### src/rtl/rst_seq_ctrl.sv
// ============================================================================
//  Module      : rst_seq_ctrl
//  Description : Reset sequencer: arbitrates reset requests, records the cause,
//                releases core reset then peripheral reset once the core reports
//                ready, and re-sequences on a ready timeout.
//                Optional macro RSTSEQ_CAUSE_LOG_EN adds a sticky cause log.
//  Revision    : 1.0 - initial release
// ============================================================================
`default_nettype none

module rst_seq_ctrl #(
    parameter int unsigned NUM_REQ       = 3,
    parameter int unsigned HOLD_CYCLES   = 4,
    parameter int unsigned READY_TIMEOUT = 8
) (
    input  logic               clk_i,
    input  logic               rst_i,
    input  logic [NUM_REQ-1:0] req_i,
    input  logic               sys_ready_i,
    output logic               sys_rst_no,
    output logic               periph_rst_no,
    output logic [NUM_REQ:0]   cause_o,
    output logic               busy_o,
`ifdef RSTSEQ_CAUSE_LOG_EN
    input  logic               cause_clr_i,
    output logic [NUM_REQ:0]   cause_log_o,
`endif
    output logic               timeout_o
);

    localparam int unsigned CNT_MAX = (HOLD_CYCLES > READY_TIMEOUT) ? HOLD_CYCLES : READY_TIMEOUT;
    localparam int unsigned CNT_W   = $clog2(CNT_MAX + 1);

    localparam logic [CNT_W-1:0] c_cnt_one   = CNT_W'(1);
    localparam logic [CNT_W-1:0] c_hold_last = CNT_W'(HOLD_CYCLES - 1);
    localparam logic [CNT_W-1:0] c_rdy_last  = CNT_W'(READY_TIMEOUT - 1);
    localparam logic [NUM_REQ:0] c_cause_por = (NUM_REQ + 1)'(1);

    localparam logic [1:0] c_st_assert = 2'd0;
    localparam logic [1:0] c_st_wait   = 2'd1;
    localparam logic [1:0] c_st_active = 2'd2;

    logic [1:0]         r_state;
    logic [CNT_W-1:0]   r_cnt;
    logic               r_sys_rst_n;
    logic               r_periph_rst_n;
    logic [NUM_REQ:0]   r_cause;
    logic               r_busy;
    logic               r_timeout;

    logic [NUM_REQ-1:0] w_req_lsb;
    logic [NUM_REQ:0]   w_req_cause;
    logic               w_req_evt;
    logic               w_hold_done;
    logic               w_rdy_done;

    // Two's-complement trick isolates the lowest set request bit (highest priority).
    always_comb begin
        w_req_lsb   = req_i & (~req_i + NUM_REQ'(1));
        w_req_cause = {w_req_lsb, 1'b0};
        w_req_evt   = (r_state == c_st_active) && (|req_i);
        w_hold_done = (r_cnt == c_hold_last);
        w_rdy_done  = (r_cnt == c_rdy_last);
    end

    always_ff @(posedge clk_i) begin
        if (rst_i) begin
            r_state        <= c_st_assert;
            r_cnt          <= '0;
            r_sys_rst_n    <= 1'b0;
            r_periph_rst_n <= 1'b0;
            r_cause        <= c_cause_por;
            r_busy         <= 1'b1;
            r_timeout      <= 1'b0;
        end else begin
            r_timeout <= 1'b0;
            case (r_state)
                c_st_assert: begin
                    if (w_hold_done) begin
                        r_cnt       <= '0;
                        r_sys_rst_n <= 1'b1;
                        r_state     <= c_st_wait;
                    end else begin
                        r_cnt <= r_cnt + c_cnt_one;
                    end
                end
                c_st_wait: begin
                    // Readiness wins even on the final allowed cycle.
                    if (sys_ready_i) begin
                        r_cnt          <= '0;
                        r_periph_rst_n <= 1'b1;
                        r_busy         <= 1'b0;
                        r_state        <= c_st_active;
                    end else if (w_rdy_done) begin
                        r_cnt       <= '0;
                        r_timeout   <= 1'b1;
                        r_sys_rst_n <= 1'b0;
                        r_cause     <= c_cause_por;
                        r_state     <= c_st_assert;
                    end else begin
                        r_cnt <= r_cnt + c_cnt_one;
                    end
                end
                c_st_active: begin
                    if (w_req_evt) begin
                        r_cnt          <= '0;
                        r_cause        <= w_req_cause;
                        r_sys_rst_n    <= 1'b0;
                        r_periph_rst_n <= 1'b0;
                        r_busy         <= 1'b1;
                        r_state        <= c_st_assert;
                    end
                end
                default: begin
                    r_cnt          <= '0;
                    r_sys_rst_n    <= 1'b0;
                    r_periph_rst_n <= 1'b0;
                    r_busy         <= 1'b1;
                    r_state        <= c_st_assert;
                end
            endcase
        end
    end

`ifdef RSTSEQ_CAUSE_LOG_EN
    logic [NUM_REQ:0] r_cause_log;
    logic [NUM_REQ:0] w_cause_evt;

    // Only freshly latched causes are logged, so a clear is not undone by a held cause_o.
    always_comb begin
        w_cause_evt = '0;
        if (w_req_evt) begin
            w_cause_evt = w_req_cause;
        end else if ((r_state == c_st_wait) && !sys_ready_i && w_rdy_done) begin
            w_cause_evt = c_cause_por;
        end
    end

    always_ff @(posedge clk_i) begin
        if (rst_i) begin
            r_cause_log <= c_cause_por;
        end else begin
            r_cause_log <= (cause_clr_i ? '0 : r_cause_log) | w_cause_evt;
        end
    end

    assign cause_log_o = r_cause_log;
`endif

    assign sys_rst_no    = r_sys_rst_n;
    assign periph_rst_no = r_periph_rst_n;
    assign cause_o       = r_cause;
    assign busy_o        = r_busy;
    assign timeout_o     = r_timeout;

endmodule

`default_nettype wire

### config.mk
export PLATFORM = sky130hd
export DESIGN_NAME = rst_seq_ctrl
export DESIGN_NICKNAME = d
export VERILOG_FILES = /design/src/rtl/rst_seq_ctrl.sv
export SDC_FILE = /design/constraint.sdc
export NUM_CORES = 1
export LEC_CHECK = 0
export CORE_AREA = 2 2 44 46
export DETAILED_ROUTE_END_ITERATION = 10
export DIE_AREA = 0 0 46 48
export HOLD_SLACK_MARGIN = 0.08
export SETUP_SLACK_MARGIN = 0.3
export SLEW_MARGIN = 15
export SYNTH_ARGS = -nofsm -noshare
export SYNTH_HDL_FRONTEND = slang
export SYNTH_SLANG_ARGS = --single-unit
### constraint.sdc
create_clock -name clk_i -period 2.2 [get_ports clk_i]
set_input_delay 0.22 -clock clk_i [delete_from_list [all_inputs] [get_ports clk_i]]
set_output_delay 0.22 -clock clk_i [all_outputs]
set_load 0.01 [all_outputs]
==> Yosys cells after proc, flatten, opt, wreduce, memory -nomap -nowiden <==
Cells that the tools add are included.
{ "op_classes": {"n_addsub": 2, "eq_ne": 10, "muxes": 25, "bitwise_logic": 4, "reduce_logical": 9} }
{ "ops": {"columns": ["op", "n"], "rows": [
  ["$mux 4", 7],
  ["$pmux 4 s3", 1],
  ["$ne 2x2->1 const B", 5],
  ["$pmux 1 s3", 3],
  ["$mux 1", 8],
  ["$mux 2", 4],
  ["$pmux 4 s2", 1],
  ["$reduce_and 4->1", 2],
  ["$pmux 2 s3", 1],
  ["$reduce_and 3->1", 2],
  ["$reduce_or 3->1", 2],
  ["$add 4x1->4 const B", 1],
  ["$eq 4x2->1 const B", 1],
  ["$eq 4x3->1 const B", 1],
  ["$add 3x1->3 const B", 1],
  ["$and 3x3->3", 1],
  ["$ne 3x3->1 const B", 1],
  ["$not 3->3", 1],
  ["$eq 2x1->1 const B", 1],
  ["$eq 2x2->1 const B", 1],
  ["$logic_not 2->1", 1],
  ["$not 1->1", 2],
  ["$reduce_bool 2->1", 1],
  ["$logic_and 1x1->1", 1]
]} }
{ "totals": {"register_bits": 14, "output_inout_bits": 8, "wordCells": 57} }

==> Logic depth before layout (Yosys ltp) <==
Gate-level depths: netlist of run 1.
{ "depth": {"ltp_word": 5, "depth_mapped": 6, "depth_no_buf": 5} }

==> Least setup slack after synthesis of run 1 <==
OpenSTA, ideal clock, no wires.
{ "synth_path": {"path_kind": "register to register", "start": "register r_state[0]", "end": "register r_busy, in the netlist busy_o", "setup_ns": 0.122, "arrival_time_ns": 1.607, "t_required_ns": 2.078, "setup_slack_ns": 0.471, "path_stages_with_launch": 6, "synth_period_minus_slack_ns": 1.729, "path_cell_list": "dfxtp_1 > buf_4 > or3b_4 > or3_1 > buf_6 > a221o_1"} }
{ "synth_via": {"elab_chain_len": 4} }
{ "synth_rtl": {"columns": ["item", "line", "source"], "rows": [
  ["start, declared", "43", "logic [1:0] r_state;"],
  ["start signal, assigned", "68", "r_state <= c_st_assert;"],
  ["start signal, assigned", "82", "r_state <= c_st_wait;"],
  ["start signal, assigned", "93", "r_state <= c_st_active;"],
  ["$eq 2x2->1", "61, 77", null],
  ["$logic_and 1x1->1", "61", "w_req_evt = (r_state == c_st_active) && (|req_i);"],
  ["$ne 2x2->1 (no source line)", null, null],
  ["$reduce_and 3->1 (no source line)", null, null],
  ["end signal, assigned", "73", "r_busy <= 1'b1;"],
  ["end signal, assigned", "92", "r_busy <= 1'b0;"],
  ["end signal, assigned", "110", "r_busy <= 1'b1;"],
  ["end, declared", "48", "logic r_busy;"]
]} }
Several ways; a longest one is shown, not always the timed one.
A chain may end at the register's enable or synchronous reset.

==> Worst setup path after layout of run 1 <==
Same ends and word-level chain as after synthesis.

==> results.json, run 1 <==
{
  "worstPathMaxFanout": 9,
  "diodes": 0,
  "rsz0062_at_grt": "no",
  "end_kind": "register",
  "critPathCapture": "busy_o",
  "max_freq_ghz": 0.568,
  "port_buffers": 13,
  "dr.first_iter.drc_count": 10,
  "setup_violations": 0,
  "worstPathRequired_ps": 2370,
  "die_w_um": 46,
  "cts_tree": "yes",
  "skew_ps": 2.99,
  "drv_cap": 0,
  "layout-drive-gt1-share": 0.0753,
  "grt_max_degree": 10,
  "startpoint": "r_state[0]",
  "hold_viol": 0,
  "syn_nets": 85,
  "start_util": 0.386,
  "regToRegSetupSlack_ps": 440,
  "post_drt_wl_per_cell_um": 11.1,
  "insertion_delay_ps": 280,
  "cts_resized": 0,
  "fin_crit_ps": 1760,
  "clockRootBuffer": "clkbuf_4",
  "cts_setup_buffers": 0,
  "area_growth_pct": 25.7,
  "ys_warn_count": 0,
  "die_area_mm2": 0.00221,
  "grtUsageTotal": 0.127,
  "holdBufCountCts": 0,
  "hp-class": "register to register",
  "vias": 576,
  "io_pins": 14,
  "worst_slew_pin_slew_ps": 401,
  "synth_area_per_cell_um2": 8.36,
  "fin_setup_tns_ps": 0,
  "cts.sinks": 14,
  "slew_viol_final": 0,
  "power_leakage_nw": 0.311,
  "cts-htree-levels": 1,
  "critPathArrivalTime_ps": 1930,
  "postRouteAntennaNets": 0,
  "power.total_mw": 0.765,
  "die_height_um": 48,
  "synth_cell_types": 27,
  "grt-ovfl-total": 0,
  "regToRegStartpoint": "r_state[0]",
  "firstDrtPassIters": 4,
  "max-vdd-ir-drop_v": 0.000525,
  "clk_pin_slew_ps": 70,
  "drc_errors": 0,
  "antenna_found_initial": 0,
  "synth-seq-area-share": 0.430,
  "wl_um": 1220,
  "slew_headroom": 0.731,
  "powerDensity_mw_per_mm2": 934,
  "ys_ff_latch": 14,
  "grt_first_pass_wirelength_um": 1940,
  "finalNetCount": 102,
  "detailed_place_hpwl_um": 972,
  "ctsLongestPathBuffers": 2,
  "syn-instance-count": 78,
  "grt_pass1_vias": 470,
  "start_kind": "register",
  "design.core.area_mm2": 0.00169,
  "row_count": 15,
  "layout_common_cells": "dfxtp_1, clkdlybuf4s50_1, a21oi_1, nor2_1",
  "cts_made_buffers": 3,
  "min_period_over_period": 0.801,
  "hold_start": "cause_o[3]",
  "ff2ff_path_depth": 3,
  "synth_area_um2": 652,
  "r2r-end": "busy_o",
  "vias_per_cell": 5.24,
  "crit_type": "register to register",
  "place.gp.congestion": 0.747,
  "status": "complete, no violations"
}
## Yosys cell counts, drive strengths merged
master / n / area, µm²
and2b: 2 / 15.0
nand2b: 2 / 12.5
or3: 1 / 6.26
a211oi: 2 / 15.0
nor3: 3 / 15.0
or2: 1 / 6.26
clkbuf: 1 / 3.75
dfxtp: 14 / 280
mux2i: 2 / 20.0
a311oi: 1 / 8.76
o21ai: 7 / 35.0
a221o: 1 / 10.0
ha: 1 / 12.5
xnor2: 1 / 8.76
nand3: 1 / 5.00
and3b: 1 / 8.76
nand2: 7 / 26.3
buf: 2 / 18.8
nor2b: 2 / 12.5
o2111ai: 1 / 8.76
nor2: 8 / 30.0
a21oi: 11 / 55.1
or3b: 1 / 11.3
inv: 3 / 11.3
nor3b: 1 / 7.51
a21o: 1 / 7.51
## kinds of logic after synthesis
group,after synthesis,synth area share
simple gates,30,0.240
compound gates,24,0.215
flops,14,0.430
buf+inv,6,0.0518
mux,2,0.0307
xor+xnor,1,0.0134
fa+ha+maj,1,0.0192
## how the worst min path moves through the flow
stage,depth (start not counted),end
detailed placement,2,cause_o[3]
floorplan,1,sys_rst_no
global route,2,cause_o[3]
finish,2,cause_o[3]
CTS,2,cause_o[3]
global placement,2,cause_o[3]
## flip-flops by register name, indices dropped and copies added, names as in the netlist
signal / flops
r_state: 2
busy_o: 1
cause_o: 4
r_cnt: 4
timeout_o: 1
periph_rst_no: 1
sys_rst_no: 1
## power breakdown
| group | internal, mW | total [mW] | switching [mW] |
|---|---|---|---|
| logic | 0.148 | 0.275 | 0.126 |
| registers | 0.308 | 0.354 | 0.0459 |
| clock network | 0.0635 | 0.137 | 0.0734 |
## critical path, stage by stage (launching register included)
cell and delay, ps:
dfxtp_1 390, or3b_4 440, or3_1 450, a221o_1 380
## metrics by stage
step	worst slack (ps)	instance area [µm²]	hold WS [ps]	util	std cells
finish	438	820	475	0.485	110
global route	344	820	498	0.485	110
CTS	373	818	479	0.484	110
detailed placement	218	796	467	0.471	107
global placement	241	796	462	0.471	107
floorplan	471	652	292	-	78
## final cells by class
type | instances | area, µm²
Inverter | 3 | 11.3
Sequential cell | 14 | 282
Clock buffer | 3 | 22.5
Fill cell | 160 | 870
Tap cell | 17 | 21.3
Multi-Input combinational cell | 58 | 338
Timing Repair Buffer | 15 | 145
## routing by layer
layer / GRT usage / part of all wire / vias to the layer above
met5: 0 / 0 / -
met4: 0.0514 / 0.014 / 0
met3: 0.0679 / 0.052 / 4
met2: 0.183 / 0.42 / 16
met1: 0.158 / 0.51 / 252
li1: - / - / 304
Power figures use the tool's default switching activity.
==> run 2: changes to the inputs <==
- clock period: 2.2 -> 1.4 ns (I/O delays scaled with it)
==> run 2 against run 1 <==
  * The flow now finishes with violations (setup timing)
  * Utilization rose by 9.8 points
  * Largest cell class unchanged
  * Register-to-register slack got worse by 560 ps
  * Highest routed layer unchanged
  * Sequential share of layout area fell by 5.0 points
  * Flip-flop and latch count did not move
  * Final cell count rose by 8.2%
  * Via count rose by 6.4%
  * Worst hold slack got worse by 15 ps
  * Combinational power rose by 100%
  * Fmax rose by 16%
  * Sequential power rose by 58%
  * Clock power rose by 64%
==> results.json, run 2 (synthesis results as in run 1) <==
{
  "layout-drive-gt1-share": 0.304,
  "drv_cap": 0,
  "ff2ff_path_depth": 3,
  "vias_per_cell": 5.15,
  "die_w_um": 46,
  "worstPathRequired_ps": 1570,
  "worstPathMaxFanout": 7,
  "place_inst": 113,
  "cts-htree-levels": 1,
  "top_usage_layer": "met2",
  "antenna_found_initial": 0,
  "max_freq_ghz": 0.658,
  "crit_slowest_cell": "or3b_4",
  "io_pins": 14,
  "design.core.area_mm2": 0.00169,
  "grt-ovfl-total": 0,
  "firstDrtPassIters": 3,
  "critPathArrivalTime_ps": 1690,
  "grt_max_degree": 12,
  "row_count": 15,
  "clockRootBuffer": "clkbuf_4",
  "max-vdd-ir-drop_v": 0.000704,
  "cts.sinks": 14,
  "whs_ps": 460,
  "drc_errors": 0,
  "layout_common_cells": "dfxtp_1, a21oi_1, dlygate4sd2_1, buf_4, nand2_1",
  "ctsLongestPathBuffers": 2,
  "hold_viol": 0,
  "r2r-end": "busy_o",
  "end_kind": "register",
  "slew_viol_final": 0,
  "critPathTopFamily": "simple AND/OR/NAND/NOR gates",
  "final_area_um2": 985,
  "die_height_um": 48,
  "power_leakage_nw": 0.395,
  "critPathBufInv": 0,
  "failed_checks": "setup timing",
  "clk_pin_slew_ps": 80,
  "wl_um": 1450,
  "crit_type": "register to register",
  "slew_headroom": 0.797,
  "crit_chain": "or3b_4 -> or3_4 -> a221o_1",
  "vias": 613,
  "hold_start": "cause_o[2]",
  "dpl-instance-area_um2": 872,
  "min_period_over_period": 1.09,
  "fin_util": 0.583,
  "regToRegSetupSlack_ps": -120,
  "holdBufCountCts": 0,
  "die_area_mm2": 0.00221,
  "place.gp.congestion": 0.743,
  "setup_violations": 8,
  "cts_tree": "yes",
  "fin_crit_ps": 1520,
  "powerDensity_mw_per_mm2": 1360,
  "grtUsageTotal": 0.159,
  "dr.first_iter.drc_count": 8,
  "grt_use_met3": 0.0566,
  "grt_use_met2": 0.239,
  "min_delay_worst_endpoint": "cause_o[2]",
  "cpPeakStageDelay_ps": 380,
  "postRouteAntennaNets": 0,
  "stdcell_count": 119,
  "fin_setup_tns_ps": -443,
  "insertion_delay_ps": 280,
  "cts_made_buffers": 3,
  "holdPathStages": 2,
  "layout_commonest_cell": "dfxtp_1",
  "rsz0062_at_grt": "yes",
  "status": "finished, violations left",
  "diodes": 0,
  "start_util": 0.386,
  "skew_ps": 3.78,
  "detailed_place_hpwl_um": 1050,
  "finalNetCount": 111,
  "met1_usage": 0.207,
  "start_kind": "register",
  "area_growth_pct": 51.1,
  "hp-class": "register to register",
  "regToRegStartpoint": "r_state[1]",
  "setup_ws_ps": -120,
  "grt_first_pass_wirelength_um": 2440,
  "grt_pass1_vias": 541,
  "port_buffers": 13,
  "post_drt_wl_per_cell_um": 12.2,
  "worst_slew_pin_slew_ps": 305
}
[run 2: cell types whose count changed in the layout (fill, tap and decap cells not counted), moves of 3 or more]
| cell | previous run | this run |
|---|---|---|
| clkdlybuf4s50_1 | 13 | 5 |
| dlygate4sd2_1 | 0 | 8 |
| buf_4 | 2 | 8 |
| o21ai_0 | 7 | 2 |
| a21oi_1 | 11 | 8 |
| a21oi_2 | 0 | 3 |
| o21ai_1 | 0 | 3 |
[run 2: stage by stage]
step,power (mW),setup slack [ps]
after floorplan,0.886,-299
after global placement,1.07,-469
after detailed placement,1.07,-502
after CTS,1.30,-116
after global routing,1.45,-142
final,1.34,-120
[run 2: power by group]
part	leakage [nW]	internal, mW	switching (mW)
sequential	0.115	0.498	0.0627
clock	0.0138	0.0999	0.124
combinational	0.266	0.286	0.270
total	0.395	0.884	0.457
[run 2: layer usage]
metal | vias to the layer above | share of wire
li1 | 325 | -
met1 | 275 | 0.50
met2 | 11 | 0.44
met3 | 2 | 0.044
met4 | 0 | 0.017
met5 | - | 0
[run 2: worst max path at each step]
| stage | startpoint | end | slack [ps] | cells after the start |
|---|---|---|---|---|
| after CTS | r_state[1] | busy_o | -120 | 3 |
| after global placement | req_i[0] | busy_o | -470 | 4 |
| after floorplan | r_state[0] | busy_o | -300 | 5 |
| final | r_state[1] | busy_o | -120 | 3 |
| after detailed placement | req_i[0] | busy_o | -500 | 4 |
| after global routing | r_state[1] | busy_o | -140 | 3 |
[run 2: worst register-to-register path: stages (launching register included)]
cell     delay (ps)
dfxtp_2         330
or3b_4          380
or3_4           380
a221o_1         320
[run 2: final cells by class]
class | count | area (µm²)
Fill cell | 151 | 704
Multi-Input combinational cell | 58 | 418
Sequential cell | 14 | 289
Timing Repair Buffer | 24 | 223
Clock buffer | 3 | 22.5
Tap cell | 17 | 21.3
Inverter | 3 | 11.3
[run 2: what timing repair did]
item                                    4_1_cts  5_1_grt
buffers inserted                              1        2
pin swaps                                     5        6
gates resized for setup                      19        9
endpoints found under the setup margin       21       13
